`src/rtl/grad_desc_update_ctrl.sv`:
```
// grad_desc_update_ctrl
// Iteration controller and parameter register file for the gradient-descent
// datapath. It holds the Q8.8 parameters a..d, launches one evaluation per
// iteration on the upstream gradient stage, and applies the returned steps
// with a saturating update p <= sat16(p - diff). A run ends on convergence,
// on the MAX_ITER update limit, or on an upstream overflow.
//
// Optional feature macro: GD_BEST_TRACK_EN
//   defined   : value_out tracks the minimum value seen in the run, and the
//               parameter set that produced it is restored at the end of run.
//   undefined : value_out is the last captured value; params keep their
//               last updated value.
//
// Ports:
//   clk, rst              clock, synchronous active-high reset
//   start                 begin a run (only honoured in IDLE)
//   func_start            one-cycle launch pulse to the gradient stage
//   func_done             one-cycle result-valid pulse from the gradient stage
//   value_in              signed Q24.8 function value
//   a..d_diff_in          signed Q8.8 step values
//   ovf_in                upstream overflow, valid with func_done
//   a..d_out              current Q8.8 params (drive the gradient stage)
//   value_out             last (or best) captured value
//   iter_count            completed updates in the current/last run
//   busy                  high outside IDLE
//   done                  one-cycle end-of-run pulse
//   converged, overflow   sticky run-status flags, cleared on start
module grad_desc_update_ctrl #(
  parameter logic [15:0] MAX_ITER    = 16'd1000,
  parameter logic [15:0] CONV_THRESH = 16'h0001,
  parameter logic [15:0] A_INIT      = 16'h0000,
  parameter logic [15:0] B_INIT      = 16'h0000,
  parameter logic [15:0] C_INIT      = 16'h0000,
  parameter logic [15:0] D_INIT      = 16'h0000
) (
  input  logic        clk,
  input  logic        rst,
  input  logic        start,
  output logic        func_start,
  input  logic        func_done,
  input  logic [31:0] value_in,
  input  logic [15:0] a_diff_in,
  input  logic [15:0] b_diff_in,
  input  logic [15:0] c_diff_in,
  input  logic [15:0] d_diff_in,
  input  logic        ovf_in,
  output logic [15:0] a_out,
  output logic [15:0] b_out,
  output logic [15:0] c_out,
  output logic [15:0] d_out,
  output logic [31:0] value_out,
  output logic [15:0] iter_count,
  output logic        busy,
  output logic        done,
  output logic        converged,
  output logic        overflow
);

  typedef enum logic [2:0] {
    S_IDLE,
    S_LAUNCH,
    S_WAIT,
    S_UPDATE,
    S_FINISH
  } state_t;

  // Lane i of this vector is the start value of parameter i (a=0 .. d=3).
  localparam logic [63:0] INIT_VEC = {D_INIT, C_INIT, B_INIT, A_INIT};

`ifdef GD_BEST_TRACK_EN
  localparam logic [31:0] VALUE_RST = 32'h7FFF_FFFF;
`else
  localparam logic [31:0] VALUE_RST = 32'h0000_0000;
`endif

  state_t      state_q, state_d;
  logic [15:0] p_q    [4];
  logic [15:0] p_d    [4];
  logic [15:0] diff_q [4];
  logic [15:0] diff_d [4];
  logic [15:0] diff_in[4];
  logic [15:0] p_sub  [4];
  logic [3:0]  lane_conv;
  logic [31:0] value_q, value_d;
  logic        ovf_cap_q, ovf_cap_d;
  logic [15:0] iter_q, iter_d;
  logic        conv_q, conv_d;
  logic        ovf_q, ovf_d;
  logic        func_start_q, func_start_d;
  logic        done_q, done_d;
  logic [15:0] iter_inc;

`ifdef GD_BEST_TRACK_EN
  logic [15:0] best_q [4];
  logic [15:0] best_d [4];
  logic [31:0] cap_value_q, cap_value_d;
`endif

  assign diff_in[0] = a_diff_in;
  assign diff_in[1] = b_diff_in;
  assign diff_in[2] = c_diff_in;
  assign diff_in[3] = d_diff_in;

  assign iter_inc = iter_q + 16'd1;

  // Per-parameter arithmetic: 17-bit signed subtract with clamp, and 17-bit
  // magnitude so that |0x8000| = 32768 can never pass the threshold.
  genvar gi;
  generate
    for (gi = 0; gi < 4; gi++) begin : g_lane
      logic [16:0] diff_ext;
      logic [16:0] delta;
      logic [16:0] mag;

      assign diff_ext = {diff_q[gi][15], diff_q[gi]};
      assign delta    = {p_q[gi][15], p_q[gi]} - diff_ext;
      // Top two bits disagree only when the result left the 16-bit range.
      assign p_sub[gi] = (delta[16] != delta[15])
                         ? (delta[16] ? 16'h8000 : 16'h7FFF)
                         : delta[15:0];
      assign mag = diff_ext[16] ? (17'd0 - diff_ext) : diff_ext;
      assign lane_conv[gi] = (mag <= {1'b0, CONV_THRESH});
    end
  endgenerate

  always_comb begin
    state_d      = state_q;
    value_d      = value_q;
    ovf_cap_d    = ovf_cap_q;
    iter_d       = iter_q;
    conv_d       = conv_q;
    ovf_d        = ovf_q;
    func_start_d = 1'b0;
    done_d       = 1'b0;
    for (int i = 0; i < 4; i++) begin
      p_d[i]    = p_q[i];
      diff_d[i] = diff_q[i];
    end
`ifdef GD_BEST_TRACK_EN
    cap_value_d = cap_value_q;
    for (int i = 0; i < 4; i++) begin
      best_d[i] = best_q[i];
    end
`endif

    case (state_q)
      S_IDLE: begin
        // start takes priority; a func_done arriving here is simply dropped.
        if (start) begin
          for (int i = 0; i < 4; i++) begin
            p_d[i] = INIT_VEC[i*16 +: 16];
          end
          iter_d  = 16'd0;
          conv_d  = 1'b0;
          ovf_d   = 1'b0;
          state_d = S_LAUNCH;
`ifdef GD_BEST_TRACK_EN
          value_d = VALUE_RST;
          for (int i = 0; i < 4; i++) begin
            best_d[i] = INIT_VEC[i*16 +: 16];
          end
`endif
        end
      end

      S_LAUNCH: begin
        // The launch pulse is registered, so it appears during the cycle
        // after LAUNCH, aligned with the first WAIT cycle.
        func_start_d = 1'b1;
        state_d      = S_WAIT;
      end

      S_WAIT: begin
        if (func_done) begin
          for (int i = 0; i < 4; i++) begin
            diff_d[i] = diff_in[i];
          end
          ovf_cap_d = ovf_in;
`ifdef GD_BEST_TRACK_EN
          cap_value_d = value_in;
`else
          value_d = value_in;
`endif
          state_d = S_UPDATE;
        end
      end

      S_UPDATE: begin
`ifdef GD_BEST_TRACK_EN
        // Remember the params that produced the lowest value so far; p_q
        // here is still the set the gradient stage evaluated.
        if ($signed(cap_value_q) < $signed(value_q)) begin
          value_d = cap_value_q;
          for (int i = 0; i < 4; i++) begin
            best_d[i] = p_q[i];
          end
        end
`endif
        if (ovf_cap_q) begin
          ovf_d   = 1'b1;
          state_d = S_FINISH;
        end else if (&lane_conv) begin
          conv_d  = 1'b1;
          state_d = S_FINISH;
        end else begin
          for (int i = 0; i < 4; i++) begin
            p_d[i] = p_sub[i];
          end
          iter_d  = iter_inc;
          state_d = (iter_inc == MAX_ITER) ? S_FINISH : S_LAUNCH;
        end
      end

      S_FINISH: begin
        done_d  = 1'b1;
        state_d = S_IDLE;
`ifdef GD_BEST_TRACK_EN
        for (int i = 0; i < 4; i++) begin
          p_d[i] = best_d[i];
        end
`endif
      end

      default: state_d = S_IDLE;
    endcase
  end

  always_ff @(posedge clk) begin
    if (rst) begin
      state_q      <= S_IDLE;
      value_q      <= VALUE_RST;
      ovf_cap_q    <= 1'b0;
      iter_q       <= 16'd0;
      conv_q       <= 1'b0;
      ovf_q        <= 1'b0;
      func_start_q <= 1'b0;
      done_q       <= 1'b0;
      for (int i = 0; i < 4; i++) begin
        p_q[i]    <= INIT_VEC[i*16 +: 16];
        diff_q[i] <= 16'd0;
      end
`ifdef GD_BEST_TRACK_EN
      cap_value_q <= 32'd0;
      for (int i = 0; i < 4; i++) begin
        best_q[i] <= INIT_VEC[i*16 +: 16];
      end
`endif
    end else begin
      state_q      <= state_d;
      value_q      <= value_d;
      ovf_cap_q    <= ovf_cap_d;
      iter_q       <= iter_d;
      conv_q       <= conv_d;
      ovf_q        <= ovf_d;
      func_start_q <= func_start_d;
      done_q       <= done_d;
      for (int i = 0; i < 4; i++) begin
        p_q[i]    <= p_d[i];
        diff_q[i] <= diff_d[i];
      end
`ifdef GD_BEST_TRACK_EN
      cap_value_q <= cap_value_d;
      for (int i = 0; i < 4; i++) begin
        best_q[i] <= best_d[i];
      end
`endif
    end
  end

  assign func_start = func_start_q;
  assign done       = done_q;
  assign busy       = (state_q != S_IDLE);
  assign converged  = conv_q;
  assign overflow   = ovf_q;
  assign iter_count = iter_q;
  assign value_out  = value_q;
  assign a_out      = p_q[0];
  assign b_out      = p_q[1];
  assign c_out      = p_q[2];
  assign d_out      = p_q[3];

endmodule
```
`config.mk`:
```
export PLATFORM = sky130hd
export DESIGN_NAME = grad_desc_update_ctrl
export DESIGN_NICKNAME = d
export VERILOG_FILES = /design/src/rtl/grad_desc_update_ctrl.sv
export SDC_FILE = /design/constraint.sdc
export NUM_CORES = 1
export LEC_CHECK = 0
export CAP_MARGIN = 20
export CORE_MARGIN = 4
export CORE_UTILIZATION = 54
export DETAILED_ROUTE_END_ITERATION = 12
export HOLD_SLACK_MARGIN = 0.15
export PLACE_DENSITY = 0.94
export SLEW_MARGIN = 20
export SYNTH_ARGS = -nofsm -noshare
export SYNTH_HDL_FRONTEND = slang
export SYNTH_SLANG_ARGS = --single-unit
```
`constraint.sdc`:
```
create_clock -name clk -period 4 [get_ports clk]
set_input_delay 0.4 -clock clk [delete_from_list [all_inputs] [get_ports clk]]
set_output_delay 0.4 -clock clk [all_outputs]
set_load 0.01 [all_outputs]
```
==> impl_metrics.ini <==
[clock_network]
clockBufferDepth = 2
clockRootBuffer = clkbuf_16
cts_sinks = 184
clk_latency_ps = 450
cts_buffers = 17
post_cts_buffers = 0
clk_pin_slew_ps = 70
cts_tree = done
ctsHtreeMaxLevel = 4

[logic_synthesis]
ys_seq_area_share_pct = 31.4
synth_area_um2 = 11700
synth_most_common_cell = nand2_1
synthCells = 1467
synthArstFlopShare_pct = 0
yosys_warnings = 0
synth_commonest_cells = nand2_1, dfxtp_1, a21oi_1, nor2_1, inv_1
avgSynthCellArea_um2 = 8.01
ys_seq_elements = 184
synth_top_area_share_pct = 31.4
syn_nets = 1647
synth_cell_type_count = 96
synth_edf_count = 0
synth_top_cells_by_area = dfxtp_1, nand2_1, ha_1
ys.flop_type = dfxtp_1
synth_area_leader_cell = dfxtp_1

[timing]
whs_ps = 455
setup_viol = 0
max_slew_margin_pct = 28.2
rsz0062_at_grt = false
setup-tns-final_ps = 0
worst_slew_pin_slew_ps = 1070
final_max_slew_viol_count = 0
post-route-min-period_ps = 3760
post-route-period-util_pct = 93.9
finalHoldViolCount = 0
clock_skew_ps = 16.5
fmax_mhz = 266
setup_slack_ps = 243

[worst_setup_path]
worstPathArrival_ps = 4090
required_ps = 4330
endpoint_kind = flop
worstPathMaxFanout = 15
r2r_start = diff_q[1][1]$_SDFFE_PP0P_
setup.worst_path.start = diff_q[1][1]$_SDFFE_PP0P_
critPathLaunchType = flop
worstSetupPathType = reg -> reg
rr_worst_depth = 15

[placement]
dp.cells = 1904
place_congestion = 0.986
hpwlAfterDp_um = 26300
post-place-ws_ps = 77.6
placedInstanceArea_um2 = 14100
io_buffers = 217

[die]
core_region_area_um2 = 21200
rows = 53
start_util_pct = 55.4
die_w_um = 156
boundaryPins = 218
die_h_um = 156
fp.dieArea_um2 = 24200

[cells_and_area]
nets = 1828
fin_util_pct = 69.1
drive_gt1_share_pct = 7.77
fin_cells = 1935
fillCellCount = 1642
antenna_cells = 0
fin_area_um2 = 14700
syn_to_final_growth_pct = 24.9

[min_path]
min_from = value_out[0]$_SDFFE_PP0P_
hp-class = reg -> reg
whs_path_depth = 2

[job]
max_cap_viol_count = 0

[drt]
drc = 0
first_iter_violations = 1187
routed_wl_um = 35900
dr.pass1.iters = 8
route.vias.total = 11916
via_per_inst = 6.16
drtAntennaViolNets = 0
wire_per_inst_um = 18.5

[global_route]
grt_pass1_wl_um = 57400
grt_max_degree = 105
grt_pass1_vias = 11309
antenna_found_initial = 0
grt_util_all_layers_pct = 28.9
grt_overflow = 0

[power]
p_sw_share_pct = 43.0
power_density_nw_per_um2 = 513
p_total_mw = 7.52
seqPwrFrac_pct = 27.3
power.switching_mw = 3.23
p_leak_nw = 5.38
p_clk_share_pct = 21.7
ir_worst_vdd_mv = 0.354
power_frac_comb_pct = 51.0
p_int_mw = 4.29

[outcome]
status = completed
-- routing by layer --
metal	global-route usage, %	share of wire [%]	vias to the layer above
li1	-	-	5643
met1	36.7	40	5540
met2	48.2	47	626
met3	7.98	10	107
met4	8.59	2.9	0
met5	0	0	-
-- cell usage in the layout (no fill, tap or decap), drive strengths merged, types with 5 or more instances in the layout --
cell           synthesis  routed
clkdlybuf4s50          0     216
xor2                  19      19
nor2                 126     126
inv                   82      89
nor3                  37      37
buf                   20      17
nand2                252     252
o32ai                  5       5
o31ai                  8       8
and3                  19      19
and4                   5       5
nand4                 17      17
ha                    75      75
dfxtp                184     184
a31oi                 15      15
o41ai                  5       5
o2bb2ai               44      44
a22o                  15      15
nand3                 29      29
a21oi                138     138
a41oi                  5       5
xnor2                 34      34
o221ai                 5       5
a21o                  15      15
o21ai                 61      61
o22a                  11      11
o22ai                  9       9
nor4b                  9       9
a211oi                11      11
nor4                  15      15
o21bai                 9       9
o21a                   7       7
mux2i                 14      14
nand2b                13      13
clkbuf                51      18
nor2b                 20      20
or3                    7       7
-- worst max-delay path, cell delays in order (launching register included) --
cell and delay, ps:
dfxtp_1 420, inv_1 120, ha_1 300, nor2b_1 130
o21ai_0 240, a21oi_1 160, o41ai_2 310, o31ai_1 160
o41a_1 370, a21o_1 210, a21oi_1 280, xnor2_1 130
ha_1 350, buf_4 210, nor2b_1 180, o2bb2ai_2 60
-- registers in the layout, indices dropped and copies added (netlist names), 3 cells and up --
name,count
value_out,32
p_q,64
iter_count,16
diff_q,64
state_q,3
-- cell families after synthesis --
| kind of cell | share of synthesized area [%] |
|---|---|
| buf+inv | 5.67 |
| mux | 1.29 |
| fa+ha+maj | 8.67 |
| compound gates | 25.9 |
| xor+xnor | 3.95 |
| flops | 31.4 |
| simple gates | 23.2 |
-- repair_timing --
action	4_1_cts	5_1_grt
hold buffers	0	0
gates resized for setup	1	10
pin swaps	0	0
hold endpoints to repair	0	0
endpoints found under the setup margin	1	57
-- power by group through the flow --
| stage | clock, mW | combinational (mW) | sequential (mW) |
|---|---|---|---|
| after floorplan | 0 | 2.77 | 2.07 |
| after global placement | 0 | 3.53 | 2.09 |
| after detailed placement | 0 | 3.67 | 2.09 |
| after CTS | 1.64 | 3.72 | 2.05 |
| after global routing | 1.71 | 4.25 | 2.07 |
| final | 1.63 | 3.84 | 2.06 |
-- area by class of cell --
type / instances / area (um2) / share of cell area, %
Clock buffer: 18 / 429 / 2.93
Clock inverter: 13 / 114 / 0.776
Inverter: 84 / 315 / 2.15
Multi-Input combinational cell: 1128 / 7470 / 50.9
Sequential cell: 184 / 3680 / 25.1
Tap cell: 275 / 344 / 2.35
Timing Repair Buffer: 233 / 2320 / 15.8
-- path summary, 6_finish.rpt --
path	to	slack (ps)
worst max register to register	p_q[1][0]$_SDFFE_PP0P_	240
worst min register to register	value_out[0]$_SDFFE_PP0P_	460
worst max-delay path	p_q[1][0]$_SDFFE_PP0P_	240
worst min-delay path	value_out[0]$_SDFFE_PP0P_	460
Power figures use the tool's default switching activity.
